## config.mk

```make
export PLATFORM = sky130hd
export DESIGN_NAME = prog_loader
export DESIGN_NICKNAME = d
export VERILOG_FILES = /design/src/rtl/prog_loader.sv
export SDC_FILE = /design/constraint.sdc
export NUM_CORES = 1
export LEC_CHECK = 0
export ABC_AREA = 0
export CORE_ASPECT_RATIO = 1.25
export CORE_MARGIN = 1
export CORE_UTILIZATION = 30
export DETAILED_ROUTE_END_ITERATION = 12
export PLACE_DENSITY = 0.56
export SLEW_MARGIN = 20
export SYNTH_ARGS = -nofsm -noshare
export SYNTH_HDL_FRONTEND = slang
export SYNTH_SLANG_ARGS = --single-unit
```

## constraint.sdc

```tcl
create_clock -name clk -period 2.8 [get_ports clk]
set_clock_uncertainty 0.05 [all_clocks]
set_input_delay 0.84 -clock clk [delete_from_list [all_inputs] [get_ports clk]]
set_output_delay 0.84 -clock clk [all_outputs]
set_load 0.01 [all_outputs]
```

## src/rtl/prog_loader.sv

```systemverilog
// Byte-stream program loader: assembles little-endian words into instruction
// memory and holds the core in reset until a checksum-valid image is in place.
module prog_loader #(
  parameter int ADDR_WIDTH     = 10,
  parameter int TIMEOUT_CYCLES = 65535
) (
  input  logic                  clk,
  input  logic                  rst,
  input  logic                  start,
  input  logic                  byte_valid,
  input  logic [7:0]            byte_data,
  output logic                  byte_ready,
  output logic                  imem_we,
  output logic [ADDR_WIDTH-1:0] imem_addr,
  output logic [31:0]           imem_wdata,
  output logic                  core_rst,
  output logic                  load_done,
  output logic                  load_err,
  output logic [15:0]           words_loaded
);

  localparam int          TW       = $clog2(TIMEOUT_CYCLES + 1);
  localparam logic [16:0] CAPACITY = 17'(1) << ADDR_WIDTH;

  typedef enum logic [2:0] {
    S_IDLE, S_LEN_LO, S_LEN_HI, S_DATA, S_CHECK, S_DONE, S_ERROR
  } state_t;

  state_t                state_q, state_d;
  logic [15:0]           len_q, len_d;
  logic [1:0]            idx_q, idx_d;
  logic [31:0]           asm_q, asm_d;
  logic [7:0]            csum_q, csum_d;
  logic [TW-1:0]         tmo_q, tmo_d;
  logic [15:0]           words_q, words_d;
  logic                  we_q, we_d;
  logic [ADDR_WIDTH-1:0] addr_q, addr_d;
  logic [31:0]           wdata_q, wdata_d;
  logic                  ready_q, done_q, err_q, crst_q;
  logic                  in_load, accept;
  logic [16:0]           n_full;

  always_comb begin
    state_d = state_q;
    len_d   = len_q;
    idx_d   = idx_q;
    asm_d   = asm_q;
    csum_d  = csum_q;
    tmo_d   = tmo_q;
    words_d = words_q;
    we_d    = 1'b0;
    addr_d  = addr_q;
    wdata_d = wdata_q;
    in_load = (state_q inside {S_LEN_LO, S_LEN_HI, S_DATA, S_CHECK});
    accept  = byte_valid && in_load;
    n_full  = {1'b0, byte_data, len_q[7:0]};

    if (in_load) tmo_d = accept ? '0 : tmo_q + TW'(1);

    unique case (state_q)
      S_IDLE, S_DONE, S_ERROR: begin
        if (start) begin
          state_d = S_LEN_LO;
          words_d = '0;
          csum_d  = '0;
          idx_d   = '0;
          tmo_d   = '0;
        end
      end
      S_LEN_LO: begin
        if (accept) begin
          len_d[7:0] = byte_data;
          state_d    = S_LEN_HI;
        end
      end
      S_LEN_HI: begin
        if (accept) begin
          len_d[15:8] = byte_data;
          if (n_full > CAPACITY)  state_d = S_ERROR;
          else if (n_full == '0)  state_d = S_CHECK;
          else                    state_d = S_DATA;
        end
      end
      S_DATA: begin
        if (accept) begin
          // Shift right so the first (least-significant) byte ends up in [7:0].
          asm_d  = {byte_data, asm_q[31:8]};
          csum_d = csum_q ^ byte_data;
          idx_d  = idx_q + 2'd1;
          if (idx_q == 2'd3) begin
            we_d    = 1'b1;
            addr_d  = words_q[ADDR_WIDTH-1:0];
            wdata_d = asm_d;
            words_d = words_q + 16'd1;
            if (({1'b0, words_q} + 17'd1) == {1'b0, len_q}) state_d = S_CHECK;
          end
        end
      end
      S_CHECK: begin
        if (accept) state_d = (byte_data == csum_q) ? S_DONE : S_ERROR;
      end
      default: state_d = S_IDLE;
    endcase

    // An accepted byte on the limit cycle takes priority over the timeout.
    if (in_load && !accept && tmo_q == TW'(TIMEOUT_CYCLES - 1)) state_d = S_ERROR;
  end

  always_ff @(posedge clk) begin
    if (rst) begin
      state_q <= S_IDLE;
      len_q   <= '0;
      idx_q   <= '0;
      csum_q  <= '0;
      tmo_q   <= '0;
      words_q <= '0;
      we_q    <= 1'b0;
      addr_q  <= '0;
      wdata_q <= '0;
      ready_q <= 1'b0;
      done_q  <= 1'b0;
      err_q   <= 1'b0;
      crst_q  <= 1'b1;
    end else begin
      state_q <= state_d;
      len_q   <= len_d;
      idx_q   <= idx_d;
      csum_q  <= csum_d;
      tmo_q   <= tmo_d;
      words_q <= words_d;
      we_q    <= we_d;
      addr_q  <= addr_d;
      wdata_q <= wdata_d;
      ready_q <= (state_d inside {S_LEN_LO, S_LEN_HI, S_DATA, S_CHECK});
      done_q  <= (state_d == S_DONE);
      err_q   <= (state_d == S_ERROR);
      crst_q  <= (state_d != S_DONE);
    end
  end

  // The word assembler is pure data and is always fully refilled before use.
  always_ff @(posedge clk) asm_q <= asm_d;

  assign byte_ready   = ready_q;
  assign imem_we      = we_q;
  assign imem_addr    = addr_q;
  assign imem_wdata   = wdata_q;
  assign core_rst     = crst_q;
  assign load_done    = done_q;
  assign load_err     = err_q;
  assign words_loaded = words_q;

endmodule

```

==> summary.md <==
| Metric | Value |
|---|---|
| CP startpoint | `byte_data[2]` |
| PortBufs | `74` |
| Peak-usage layer in the global routing report | `met2` |
| Unrepaired setup endpoints after global routing | `false` |
| Number of antenna violations at the first check in global routing | `0` |
| Crit end category | `flop` |
| Actual slew at the worst max-slew pin | `653 ps` |
| Max transition margin | `56.4%` |
| Static leakage | `2.82 nW` |
| Htree depth | `4` |
| Final-layout setup total negative slack | `0 ps` |
| Area share of fa/ha/maj cells after synthesis | `0.860%` |
| Signed area change from the synthesized netlist to the final layout | `35.4%` |
| Post-Route Utilization | `41.7%` |
| TritonCTS Sinks | `132` |
| Outcome | `finished clean` |
| Standard cell core area | `18,900 sq um` |
| Final Worst Setup Slack | `92.2 ps` |
| Average detailed-routed wire length per instance | `14.7 um` |
| Count of unique library cells instantiated by Yosys | `57` |
| CP max-delay cell | `sky130_fd_sc_hd__clkdlybuf4s50_1` |
| Global-route wire length before repair | `24,800 um` |
| Largest net degree at the start of global routing | `59` |
| Fill cells | `1,876` |
| Area after DPL | `7240 sq um` |
| Share of the synthesized area in compound gates (AO/OA/AOI/OAI) | `13.7%` |
| Met2 track utilization from global routing | `28.1%` |
| Floorplan die height | `158 um` |
| Flop and latch count out of synthesis | `132` |
| Critical-path cell list | `clkdlybuf4s50_1 > xor2_1 > nor4_1 > a41o_1 > a22o_1 > a221o_1 > a211oi_2 > mux2_2` |
| Critical Setup Path Class | `in -> reg` |
| Top Ports | `75` |
| Post-layout minimum cycle time | `2710 ps` |
| Destination of the worst register-to-register timing path | `byte_ready` |
| Starting density of the core | `30.8%` |
| Main combinational cell family by area after synthesis | `simple AND/OR/NAND/NOR gates` |
| Share of flip-flops with an asynchronous set or reset | `0%` |
| Kind of start point of the critical path | `input port` |
| CTS Buffer Depth | `2` |
| Post-Synth Simple-Gate Area | `24.6%` |
| Worst voltage drop across the vdd grid | `0.000372 V` |
| Root Driver | `sky130_fd_sc_hd__clkbuf_16` |
| Arrival time of data at the critical path endpoint | `2970 ps` |
| Vias per cell | `4.86` |
| Max-slew violation count | `0` |
| Portion of the post-synthesis area used by sequential elements | `49.5%` |
| Setup slack of the most critical reg-to-reg path | `150 ps` |
| Per-instance average area after synthesis | `8.60 sq um` |
| Detailed-route DRC error count | `0` |
| Critical-path maximum fanout | `2` |
| Detailed placer's ending HPWL | `10,900 um` |
| CTS tree | `built` |
| Worst Setup EP | `byte_ready` |
| Syn_nets | `693` |
| Required time worst endpoint | `3060 ps` |
| Number of buffers inserted for hold repair after clock tree synthesis | `0` |
| GR Util met1 | `19.1%` |
| GRT met3 Usage | `3.38%` |
| Power per unit of standard cell area | `590 nW/um^2` |
| Final Instance Area | `7880 sq um` |
| Antenna diode instance count | `0` |
| Vias after detailed routing | `5,066` |
| Share of layout cells above drive strength 1 | `15.6%` |
| Gr usage total | `16.0%` |
| Clock-pin slew on the worst setup and hold paths | `70 ps` |
| Startpoint of the worst-slack reg-to-reg timing path | `words_loaded[0]` |
| Proportion of synthesized area in mux cells | `0.967%` |
| Pre-CTS setup slack | `-480 ps` |
| Die boundary width | `127 um` |
| Max Clock Freq | `369 MHz` |
| Number of global-route vias before repair | `4,823` |
| Remaining antenna violation count | `0` |
| Final Net Count | `813` |
| Number of iterations in the first detailed-routing pass | `6` |
| Worst-skew pair later-pin latency | `420 ps` |
| Period Utilization, post-route | `96.7%` |
| Gate Count Post-Synth | `677` |
| Weighted congestion at the end of routability-driven global placement | `0.832` |
| Overall overflow remaining after global route | `0` |
| Final Hold Fails | `0` |
| Delay of the slowest cell on the worst path | `520 ps` |
| Violation count after the first detailed-route iteration | `244` |
| Post-synth EDFFs | `24` |
| Share of the synthesized netlist area taken by xor and xnor gates | `6.62%` |
| Count of synthesis-stage warnings from yosys | `0` |
| Drt total wl | `15,300 um` |
| Most used DFF post-synth | `sky130_fd_sc_hd__dfxtp_1` |
| Post-synthesis instance area | `5820 sq um` |
| Total Die Area | `20,000 sq um` |
| Number of buffers created by CTS | `17` |
| Number of cells traversed by the worst register-to-register path | `8` |
| Cell Rows | `56` |
| Max-cap violation count | `0` |
| Setup violators final | `0` |
| PnR Total Power | `4.65 mW` |
| Worst Hold Class | `reg -> reg` |
[worst min path at each step]
stage	start	end	slack [ps]	depth (start not counted)
final	asm_q[22]	asm_q[14]	400	0
after global routing	asm_q[22]	asm_q[14]	410	0
after CTS	asm_q[20]	asm_q[12]	400	0
after detailed placement	asm_q[22]	asm_q[14]	380	0
after global placement	asm_q[20]	asm_q[12]	380	0
after floorplan	asm_q[18]	asm_q[10]	380	0
[worst max-delay path: cells and delay by family]
family	cells	cell delay, ps
xor gates and xnor gates	1	190
buffers and inverters	1	520
muxes	1	360
AOI/OAI and AO/OA	4	970
and+or+nand+nor	1	70
[layout make-up]
class | instances | area, sq um | share of cell area, %
sequential | 132 | 2880 | 36.6
multi-input combinational | 493 | 2770 | 35.1
timing repair buffer | 149 | 1320 | 16.8
clock buffer | 17 | 425 | 5.40
tap | 232 | 290 | 3.68
clock inverter | 15 | 179 | 2.27
inverter | 4 | 15.0 | 0.191
[placed cells by master, fill, tap and decap left out, types with 5 or more instances in the layout]
master                            synthesis  final
sky130_fd_sc_hd__nor3_1                  14     14
sky130_fd_sc_hd__nand3_1                 13     13
sky130_fd_sc_hd__edfxtp_1                24     24
sky130_fd_sc_hd__dfxtp_1                108    107
sky130_fd_sc_hd__and3_1                  10     10
sky130_fd_sc_hd__nor4_1                  11     10
sky130_fd_sc_hd__o21ai_0                 23     23
sky130_fd_sc_hd__nor2_1                  58     57
sky130_fd_sc_hd__inv_6                    0      5
sky130_fd_sc_hd__nand4_1                 13     13
sky130_fd_sc_hd__nand3b_1                10     10
sky130_fd_sc_hd__clkbuf_16                0     17
sky130_fd_sc_hd__buf_4                    3     73
sky130_fd_sc_hd__a311oi_1                 7      7
sky130_fd_sc_hd__xor2_1                  26     26
sky130_fd_sc_hd__xnor2_1                 18     18
sky130_fd_sc_hd__a21oi_1                 86     86
sky130_fd_sc_hd__inv_8                    0      5
sky130_fd_sc_hd__nand2b_1                 7      7
sky130_fd_sc_hd__nand2_1                140    139
sky130_fd_sc_hd__clkdlybuf4s50_1          0     67
[through the flow]
stage,hold slack (ps),cells
floorplan,376,677
global placement,382,1010
detailed placement,384,1010
CTS,398,1042
global route,408,1042
finish,398,1042
[synthesized netlist by cell type (2+ instances only)]
library cell	instances	share of area, %
sky130_fd_sc_hd__clkbuf_1	34	2.2
sky130_fd_sc_hd__or3_1	2	0.21
sky130_fd_sc_hd__nand3_1	13	1.1
sky130_fd_sc_hd__edfxtp_1	24	12
sky130_fd_sc_hd__mux2i_1	3	0.52
sky130_fd_sc_hd__xnor2_1	18	2.7
sky130_fd_sc_hd__and3_1	10	1.1
sky130_fd_sc_hd__nand4_1	13	1.4
sky130_fd_sc_hd__buf_4	3	0.39
sky130_fd_sc_hd__buf_2	6	0.52
sky130_fd_sc_hd__nand2_1	140	9.0
sky130_fd_sc_hd__nor4_2	3	0.64
sky130_fd_sc_hd__a21oi_1	86	7.4
sky130_fd_sc_hd__ha_1	4	0.86
sky130_fd_sc_hd__buf_1	5	0.32
sky130_fd_sc_hd__and2_1	4	0.43
sky130_fd_sc_hd__nor2b_1	3	0.32
sky130_fd_sc_hd__nor3_1	14	1.2
sky130_fd_sc_hd__nand3_2	2	0.34
sky130_fd_sc_hd__a31oi_1	4	0.43
sky130_fd_sc_hd__inv_1	3	0.19
sky130_fd_sc_hd__a311oi_1	7	1.1
sky130_fd_sc_hd__nor2_1	58	3.7
sky130_fd_sc_hd__nand2b_1	7	0.75
sky130_fd_sc_hd__xor2_1	26	3.9
sky130_fd_sc_hd__nor4_1	11	1.2
sky130_fd_sc_hd__or4_1	2	0.26
sky130_fd_sc_hd__and4_1	4	0.60
sky130_fd_sc_hd__o21ai_0	23	2.0
sky130_fd_sc_hd__dfxtp_1	108	37
sky130_fd_sc_hd__nand3b_1	10	1.3
sky130_fd_sc_hd__a211oi_1	2	0.26
[registers in the layout, summed over array words and instances (netlist names)]
register / cells
len_q: 16
tmo_q: 16
byte_ready: 1
csum_q: 8
asm_q: 24
imem_addr: 10
idx_q: 2
words_loaded: 16
core_rst: 1
imem_we: 1
state_q: 3
load_err: 1
load_done: 1
imem_wdata: 32
[per-layer routing]
layer | vias to the layer above | wire (um)
met3 | 20 | 552
met2 | 89 | 7740
met4 | 0 | 297
li1 | 2592 | -
met1 | 2365 | 6750
met5 | - | 0
[logic make-up after synthesis]
family	after synthesis
xor+xnor	44
mux	5
compound gates	139
buf+inv	52
fa+ha+maj	4
flops	132
simple gates	301
[what timing repair did]
item	in CTS	in global routing
endpoints found under the setup margin	1	2
resized for setup	4	7
buffers inserted	0	0
pin swaps	0	4
endpoints found under the hold margin	0	0
[where the power goes]
part	switching [mW]	internal (mW)
clock	0.977	1.28
combinational	0.232	0.179
sequential	0.0242	1.96
Note: power is estimated with default switching activity, not from simulation.
